--- config.mk ---
export PLATFORM = sky130hd
export DESIGN_NAME = cog_ctr_seq_flat
export DESIGN_NICKNAME = d
export VERILOG_FILES = /design/src/rtl/cog_ctr_seq_if.sv /design/src/rtl/cog_ctr_seq.sv /design/src/flat_wrapper.sv
export SDC_FILE = /design/constraint.sdc
export NUM_CORES = 1
export LEC_CHECK = 0
export CORE_MARGIN = 8
export CORE_UTILIZATION = 46
export CTS_CLUSTER_SIZE = 16
export DETAILED_ROUTE_END_ITERATION = 12
export HOLD_SLACK_MARGIN = 0.12
export PLACE_DENSITY = 0.81
export SYNTH_ARGS = -nofsm -noshare
export SYNTH_HDL_FRONTEND = slang
export SYNTH_SLANG_ARGS = --single-unit
--- constraint.sdc ---
create_clock -name clk_cog -period 2.5 [get_ports clk_cog]
set_input_delay 0.375 -clock clk_cog [delete_from_list [all_inputs] [get_ports clk_cog]]
set_output_delay 0.375 -clock clk_cog [all_outputs]
set_load 0.005 [all_outputs]
--- src/rtl/cog_ctr_seq_if.sv ---
// Bundle of the requester handshakes and the counter write bus shared by the
// cog control logic (master) and the counter programming sequencer (slave).
interface cog_ctr_seq_if;
  logic        req_a;
  logic [2:0]  mask_a;
  logic [31:0] ctr_a;
  logic [31:0] frq_a;
  logic [31:0] phs_a;
  logic        ack_a;

  logic        req_b;
  logic [2:0]  mask_b;
  logic [31:0] ctr_b;
  logic [31:0] frq_b;
  logic [31:0] phs_b;
  logic        ack_b;

  logic        setctr;
  logic        setfrq;
  logic        setphs;
  logic [31:0] data;
  logic        busy;
  logic        owner;

  // Requesting side: raises requests, watches acks and the write bus.
  modport master (
    output req_a, mask_a, ctr_a, frq_a, phs_a,
    output req_b, mask_b, ctr_b, frq_b, phs_b,
    input  ack_a, ack_b,
    input  setctr, setfrq, setphs, data, busy, owner
  );

  // Sequencer side.
  modport slave (
    input  req_a, mask_a, ctr_a, frq_a, phs_a,
    input  req_b, mask_b, ctr_b, frq_b, phs_b,
    output ack_a, ack_b,
    output setctr, setfrq, setphs, data, busy, owner
  );
endinterface

--- src/rtl/cog_ctr_seq.sv ---
// Cog counter programming sequencer: round-robin arbitration between two
// requesters, captures the winner's CTR/FRQ/PHS values and writes them in the
// safe order stop counter -> FRQ -> PHS -> start counter, optionally spacing
// the writes with GAP idle cycles. All outputs come straight from flops.
module cog_ctr_seq #(
  parameter int unsigned GAP = 0
) (
  input  logic clk_cog,
  input  logic ena,
  cog_ctr_seq_if.slave bus
);

  typedef enum logic [2:0] {
    IDLE, STOP, FRQ, PHS, CTR, WAIT, DONE
  } state_t;

  // WAIT is entered already holding its first cycle, so it loads GAP-1.
  localparam logic [3:0] GAP_M1 = (GAP == 0) ? 4'd0 : 4'(GAP - 1);

  state_t      state_reg, state_next;
  state_t      pend_reg, pend_next;
  logic [3:0]  cnt_reg, cnt_next;
  logic        owner_reg, owner_next;
  logic [2:0]  mask_reg, mask_next;
  logic [31:0] ctr_reg, ctr_next;
  logic [31:0] frq_reg, frq_next;
  logic [31:0] phs_reg, phs_next;

  logic        setctr_reg, setctr_next;
  logic        setfrq_reg, setfrq_next;
  logic        setphs_reg, setphs_next;
  logic [31:0] data_reg, data_next;
  logic        busy_reg, busy_next;
  logic [1:0]  ack_reg, ack_next;

  logic        winner;
  state_t      step_next;

  // Next write step after state s for mask m; the CTR mask bit gates both the
  // stop and the restart write. IDLE means "first step of a new transaction".
  function automatic state_t step_after(input state_t s, input logic [2:0] m);
    state_t r;
    r = DONE;
    case (s)
      IDLE: r = m[0] ? STOP : (m[1] ? FRQ : (m[2] ? PHS : DONE));
      STOP: r = m[1] ? FRQ : (m[2] ? PHS : CTR);
      FRQ:  r = m[2] ? PHS : (m[0] ? CTR : DONE);
      PHS:  r = m[0] ? CTR : DONE;
      default: r = DONE;
    endcase
    return r;
  endfunction

  // Arbitration, capture and step sequencing.
  always_comb begin
    state_next = state_reg;
    pend_next  = pend_reg;
    cnt_next   = cnt_reg;
    owner_next = owner_reg;
    mask_next  = mask_reg;
    ctr_next   = ctr_reg;
    frq_next   = frq_reg;
    phs_next   = phs_reg;
    winner     = 1'b0;
    step_next  = DONE;
    case (state_reg)
      IDLE: begin
        if (bus.req_a || bus.req_b) begin
          // On a tie the requester that did not go last wins.
          winner     = (bus.req_a && bus.req_b) ? ~owner_reg : bus.req_b;
          owner_next = winner;
          mask_next  = winner ? bus.mask_b : bus.mask_a;
          ctr_next   = winner ? bus.ctr_b  : bus.ctr_a;
          frq_next   = winner ? bus.frq_b  : bus.frq_a;
          phs_next   = winner ? bus.phs_b  : bus.phs_a;
          state_next = step_after(IDLE, mask_next);
        end
      end
      STOP, FRQ, PHS, CTR: begin
        step_next = step_after(state_reg, mask_reg);
        if (step_next == DONE || GAP == 0) begin
          state_next = step_next;
        end else begin
          state_next = WAIT;
          pend_next  = step_next;
          cnt_next   = GAP_M1;
        end
      end
      WAIT: begin
        if (cnt_reg == 4'd0) begin
          state_next = pend_reg;
        end else begin
          cnt_next = cnt_reg - 4'd1;
        end
      end
      DONE: state_next = IDLE;
      default: state_next = IDLE;
    endcase
  end

  // Output decode from the upcoming state so strobes line up with the state.
  always_comb begin
    setctr_next = (state_next == STOP) || (state_next == CTR);
    setfrq_next = (state_next == FRQ);
    setphs_next = (state_next == PHS);
    busy_next   = (state_next != IDLE);
    case (state_next)
      FRQ:     data_next = frq_next;
      PHS:     data_next = phs_next;
      CTR:     data_next = ctr_next;
      default: data_next = 32'd0;
    endcase
  end

  // One ack line per requester, raised in the DONE cycle of its transaction.
  generate
    for (genvar gi = 0; gi < 2; gi++) begin : g_ack
      assign ack_next[gi] = (state_next == DONE) && (owner_next == 1'(gi));
    end
  endgenerate

  // State and output registers; reset aborts any transaction without an ack.
  always_ff @(posedge clk_cog or negedge ena) begin
    if (!ena) begin
      state_reg  <= IDLE;
      pend_reg   <= IDLE;
      cnt_reg    <= 4'd0;
      owner_reg  <= 1'b1;
      mask_reg   <= 3'd0;
      ctr_reg    <= 32'd0;
      frq_reg    <= 32'd0;
      phs_reg    <= 32'd0;
      setctr_reg <= 1'b0;
      setfrq_reg <= 1'b0;
      setphs_reg <= 1'b0;
      data_reg   <= 32'd0;
      busy_reg   <= 1'b0;
      ack_reg    <= 2'b00;
    end else begin
      state_reg  <= state_next;
      pend_reg   <= pend_next;
      cnt_reg    <= cnt_next;
      owner_reg  <= owner_next;
      mask_reg   <= mask_next;
      ctr_reg    <= ctr_next;
      frq_reg    <= frq_next;
      phs_reg    <= phs_next;
      setctr_reg <= setctr_next;
      setfrq_reg <= setfrq_next;
      setphs_reg <= setphs_next;
      data_reg   <= data_next;
      busy_reg   <= busy_next;
      ack_reg    <= ack_next;
    end
  end

  assign bus.setctr = setctr_reg;
  assign bus.setfrq = setfrq_reg;
  assign bus.setphs = setphs_reg;
  assign bus.data   = data_reg;
  assign bus.busy   = busy_reg;
  assign bus.owner  = owner_reg;
  assign bus.ack_a  = ack_reg[0];
  assign bus.ack_b  = ack_reg[1];

endmodule

--- src/flat_wrapper.sv ---
// flat-port wrapper written by rule: the top's interface ports become plain ports
module cog_ctr_seq_flat 
#(
  parameter int unsigned GAP = 0
)
  (clk_cog, ena, bus_req_a, bus_mask_a, bus_ctr_a, bus_frq_a, bus_phs_a, bus_req_b, bus_mask_b, bus_ctr_b, bus_frq_b, bus_phs_b, bus_ack_a, bus_ack_b, bus_setctr, bus_setfrq, bus_setphs, bus_data, bus_busy, bus_owner);
  cog_ctr_seq_if bus_i ();
  input  logic clk_cog;
  input  logic ena;
  input wire logic [$bits(bus_i.req_a)-1:0] bus_req_a;
  input wire logic [$bits(bus_i.mask_a)-1:0] bus_mask_a;
  input wire logic [$bits(bus_i.ctr_a)-1:0] bus_ctr_a;
  input wire logic [$bits(bus_i.frq_a)-1:0] bus_frq_a;
  input wire logic [$bits(bus_i.phs_a)-1:0] bus_phs_a;
  input wire logic [$bits(bus_i.req_b)-1:0] bus_req_b;
  input wire logic [$bits(bus_i.mask_b)-1:0] bus_mask_b;
  input wire logic [$bits(bus_i.ctr_b)-1:0] bus_ctr_b;
  input wire logic [$bits(bus_i.frq_b)-1:0] bus_frq_b;
  input wire logic [$bits(bus_i.phs_b)-1:0] bus_phs_b;
  output wire logic [$bits(bus_i.ack_a)-1:0] bus_ack_a;
  output wire logic [$bits(bus_i.ack_b)-1:0] bus_ack_b;
  output wire logic [$bits(bus_i.setctr)-1:0] bus_setctr;
  output wire logic [$bits(bus_i.setfrq)-1:0] bus_setfrq;
  output wire logic [$bits(bus_i.setphs)-1:0] bus_setphs;
  output wire logic [$bits(bus_i.data)-1:0] bus_data;
  output wire logic [$bits(bus_i.busy)-1:0] bus_busy;
  output wire logic [$bits(bus_i.owner)-1:0] bus_owner;
  assign bus_i.req_a = bus_req_a;
  assign bus_i.mask_a = bus_mask_a;
  assign bus_i.ctr_a = bus_ctr_a;
  assign bus_i.frq_a = bus_frq_a;
  assign bus_i.phs_a = bus_phs_a;
  assign bus_i.req_b = bus_req_b;
  assign bus_i.mask_b = bus_mask_b;
  assign bus_i.ctr_b = bus_ctr_b;
  assign bus_i.frq_b = bus_frq_b;
  assign bus_i.phs_b = bus_phs_b;
  assign bus_ack_a = bus_i.ack_a;
  assign bus_ack_b = bus_i.ack_b;
  assign bus_setctr = bus_i.setctr;
  assign bus_setfrq = bus_i.setfrq;
  assign bus_setphs = bus_i.setphs;
  assign bus_data = bus_i.data;
  assign bus_busy = bus_i.busy;
  assign bus_owner = bus_i.owner;
  cog_ctr_seq #(.GAP(GAP)) u_core (.clk_cog(clk_cog), .ena(ena), .bus(bus_i));
endmodule
-- Word-level counts from Yosys, hierarchy flattened
Index checks and enable logic that the tools add are counted.
- flip-flop bits (word level): 145
- input port bits: 202
- output and inout port bits: 39
- $add $sub $neg: 1
- eq/ne operators: 10
- multiplexer cells: 25
- bitwise operators: 3
- reductions and logical operators: 11
- operators by type and width (cell ; count):
    32-bit two-way mux ; 9
    32-bit case mux with 3 select lines ; 1
    3-bit two-way mux ; 9
    3-bit case mux with 3 select lines ; 2
    3-bit by 2-bit equality test with 1-bit output, second input constant ; 4
    3-bit equality test, second input constant ; 4
    3-bit by 1-bit equality test with 1-bit output, second input constant ; 2
    4-bit logical NOT ; 1
    2-bit AND reduction ; 2
    4-bit OR reduction ; 1
    4-bit by 1-bit subtractor with 4-bit output, second input constant ; 1
    1-bit logical AND ; 3
    3-bit logical NOT ; 1
    1-bit two-way mux ; 3
    1-bit NOT ; 3
    3-bit nonzero test ; 1
    1-bit logical OR ; 2
    2-bit two-way mux ; 1

-- Depth between registers and ports, before layout
- depth in word-level cells: 10
- mapped depth: 9
- gate-level depth less buffers: 7

-- Least setup slack after synthesis
Ideal clock, no wire load.
- path kind: flip-flop to flip-flop
- start point: reg u_core.state_reg[1]
- end point: reg u_core.data_reg[22] (netlist: u_core.bus.data[22])
- arrival: 1755 ps
- data required time: 2365 ps
- setup slack: 610 ps
- cell stages (with the launch flop): 8
- buffers on the path: 2
- cell sequence: dfrtp_1 -> nor3_4 -> o21a_1 -> buf_4 -> buf_4 -> mux2_2 -> mux2i_1 -> o22ai_1
- elaborated cells on any way between the ends: 18
- classes of those cells: eq/ne (8); mux (8); reduce/logical (2)
- RTL lines (element ; line ; RTL):
    from (decl) ; cog_ctr_seq.sv:20 ; state_t state_reg, state_next;
    from (signal assigned) ; cog_ctr_seq.sv:140 ; state_reg <= state_next;
    3-bit logical NOT ; cog_ctr_seq.sv:66 ; case (state_reg)
    32-bit two-way mux ; cog_ctr_seq.sv:66 ;
    net u_core.phs_next[22] ; cog_ctr_seq.sv:27 ; logic [31:0] phs_reg, phs_next;
    32-bit case mux with 3 select lines ; cog_ctr_seq.sv:107 ; case (state_next)
    net u_core.data_next[22] ; cog_ctr_seq.sv:32 ; logic [31:0] data_reg, data_next;
    to (signal assigned) ; cog_ctr_seq.sv:151 ; data_reg <= data_next;
    to (decl) ; cog_ctr_seq.sv:32 ;
The timed path passes the listed nets, and every way through them passes these cells.
A chain may end at the register's enable or synchronous reset.

-- Worst setup path in the final report
- start point: reg u_core.cnt_reg[0]
- end point: reg u_core.data_reg[30] (netlist: u_core.bus.data[30])
- longest elaborated chain between the ends: 5
- elaborated cells on any way between the ends: 7
- classes of those cells: eq/ne (3); mux (3); reduce/logical (1)
- ends and longest elaborated chain (element ; line ; RTL):
    from (decl) ; cog_ctr_seq.sv:22 ; logic [3:0] cnt_reg, cnt_next;
    from (signal assigned) ; cog_ctr_seq.sv:142 ; cnt_reg <= cnt_next;
    4-bit logical NOT * ; cog_ctr_seq.sv:90 ; if (cnt_reg == 4'd0) begin
    3-bit two-way mux * ; cog_ctr_seq.sv:90 ;
    3-bit case mux with 3 select lines * ; cog_ctr_seq.sv:66 ;
    3-bit equality test / 3-bit by 2-bit equality test with 1-bit output (equally long branches) ; cog_ctr_seq.sv:107 ;
    32-bit case mux with 3 select lines * ; cog_ctr_seq.sv:107 ;
    net u_core.data_next[30] ; cog_ctr_seq.sv:32 ;
Mark *: on every way through the listed nets, which the timed path passes. The rest lies on a longest branch.

==> results.yml <==
floorplanning:
  die_h_um: 139.4
  design.core.area_um2: 15030
  die_w_um: 139.4
  num_rows: 45
  die_area_um2: 19430
  boundaryPins: 241
  initial_core_util_pct: 46.58
finish:
  final_common_cell: "clkdlybuf4s50_1"
  area_growth_pct: 49.91
  fillers: 1050
  antenna_cells: 0
  layout-drive-gt1-share_pct: 24.64
  final_cell_mix: "clkdlybuf4s50_1 (239), dfrtp_1 (144), mux2_2 (128)"
  nets: 1030
grt:
  grt_max_degree: 70
  grt_busiest_layer: "met2"
  use_met2_pct: 36.82
  met3_usage_pct: 5.233
  grt_pass1_wl_um: 31940
  met1_usage_pct: 23.45
  grt_pass1_vias: 6195
  grt_use_total_pct: 20.50
  antenna_found_initial: 0
  overflow: 0
detailed_routing:
  vias_per_cell: 5.221
  drt_iter0_markers: 285
  routed_wl_um: 19690
  detail-route-antenna-nets: 0
  wl_per_cell_um: 19.15
  drcViolationCount: 0
  drtPass1Iterations: 4
  vias: 5367
sta:
  maxSlewViolCount: 0
  worstMarginPinSlew_ns: 0.6491
  setup_viol: 0
  rsz0062_at_grt: "no"
  post-route-period-util_pct: 93.47
  hold_viol_final: 0
  whs_ns: 0.4937
  period_needed_ns: 2.337
  fmax_ghz: 0.4280
  tns_ns: 0
  max_slew_margin_pct: 56.66
  clock_skew_ns: 0.008436
power:
  power.clock.fraction_pct: 22.3
  p_sw_w: 0.003905
  p_per_area_nw_per_um2: 1134
  netSwitchingFraction_pct: 32.80
  p_leak_nw: 4.389
  p_comb_share_pct: 45.5
  irDropWorstVdd_uv: 554.6
  p_int_w: 0.008001
  seq_power_share_pct: 32.2
run:
  drv_cap: 0
critical_path:
  cp.required_ns: 2.77
  reg2regPathDepth: 8
  crit_arrival_ns: 2.60
  crit_type: "flop to flop"
  worstSetupStartpointType: "flop"
  cp_max_fo: 16
  crit_path_end_kind: "flop"
clock_network:
  cts_resized: 0
  hold_buffers: 1
  numCtsBuffers: 17
  ctsLongestPathBuffers: 2
  clk_latency_ns: 0.41
  post_cts_buffers: 0
  path_clk_slew_ns: 0.06
  numClockSinks: 145
  cts-htree-levels: 4
  cts_root_buf: "clkbuf_16"
  cts_tree: "done"
place:
  place_congestion: 0.8502
  dp_hpwl_um: 14780
  io_buffer_count: 240
yosys:
  synth-seq-cells: 145
  syn_inst: 566
  postSynthAreaPerCell_um2: 12.37
  ys_seq_area_share_pct: 51.84
  ys_async_sr_fraction_pct: 100.0
  syn-num-nets: 769
  synth_edf_count: 0
  synthFlopType: "dfrtp_1"
  synth.distinct_cells: 41
  synth_area_um2: 7002
  yosysWarnings: 0
run_status:
  status: "finished, final reports clean"
worst_hold_path:
  holdPathStages: 1
  min_path_type: "flop to flop"
synthesized netlist by cell type (6+ instances only):
cell type	number	area, um2
nand2_1	38	142.6
buf_2	11	55.05
o22ai_1	33	206.5
o21ai_0	38	190.2
inv_1	37	138.9
buf_4	13	97.59
mux2i_1	67	670.6
buf_6	6	67.56
mux2_2	128	1441
dfrtp_1	144	3603
nor2b_1	6	37.54
layer usage:
layer / vias to the layer above / routed length (um)
met2: 190 / 10130
met3: 24 / 1058
li1: 2515 / -
met5: - / 0
met4: 0 / 337
met1: 2638 / 8165
stage by stage:
stage	setup WS (ns)	utilization (%)	total power (W)	area, um2	instances
final	0.1633	69.82	0.01191	10500	1028
after global placement	-0.03258	65.58	0.008964	9858	995
after CTS	0.2353	69.82	0.01200	10500	1028
after global routing	0.1027	69.82	0.01261	10500	1028
after floorplan	0.6099	-	0.007161	7002	566
after detailed placement	-0.06885	65.58	0.009250	9858	995
power by group through the flow:
| stage | registers, W | logic [W] | clock network [W] |
|---|---|---|---|
| final | 0.00383 | 0.00542 | 0.00266 |
| after floorplan | 0.00376 | 0.00340 | 0 |
| after detailed placement | 0.00386 | 0.00539 | 0 |
| after global routing | 0.00395 | 0.00585 | 0.00280 |
| after global placement | 0.00381 | 0.00515 | 0 |
| after CTS | 0.00384 | 0.00545 | 0.00270 |
critical path, stage by stage (launching register included):
cell	delay (ns)
dfrtp_1	0.40
inv_1	0.08
ha_1	0.17
inv_1	0.07
o311ai_2	0.55
o311ai_4	0.27
buf_12	0.23
mux2i_1	0.25
o22ai_1	0.16
cell families after synthesis:
group | synth area share [%]
compound gates | 6.934
xor+xnor | 0.2502
fa+ha+maj | 0.1787
buf+inv | 5.450
flops | 51.84
mux | 30.16
simple gates | 5.182
cell type report:
cell class / count / area [um2] / area share [%]
Inverter: 38 / 142.6 / 1.359
Multi-Input combinational cell: 348 / 3027 / 28.84
Clock inverter: 13 / 185.2 / 1.764
Clock buffer: 19 / 442.9 / 4.220
Timing Repair Buffer: 277 / 2834 / 27.00
Tap cell: 188 / 235.2 / 2.241
Sequential cell: 145 / 3630 / 34.58
worst paths after layout:
check	endpoint	slack, ns	start
hold / removal	u_core.phs_reg[9]	0.49	u_core.phs_reg[9]
max in group asynchronous	u_core.bus.data[12]	1.31	ena
setup / recovery	u_core.bus.data[30]	0.16	u_core.cnt_reg[0]
setup reg to reg	u_core.bus.data[30]	0.16	u_core.cnt_reg[0]
min in group asynchronous	u_core.phs_reg[2]	0.55	ena
hold reg to reg	u_core.phs_reg[9]	0.49	u_core.phs_reg[9]
Note: power is estimated with default switching activity, not from simulation.
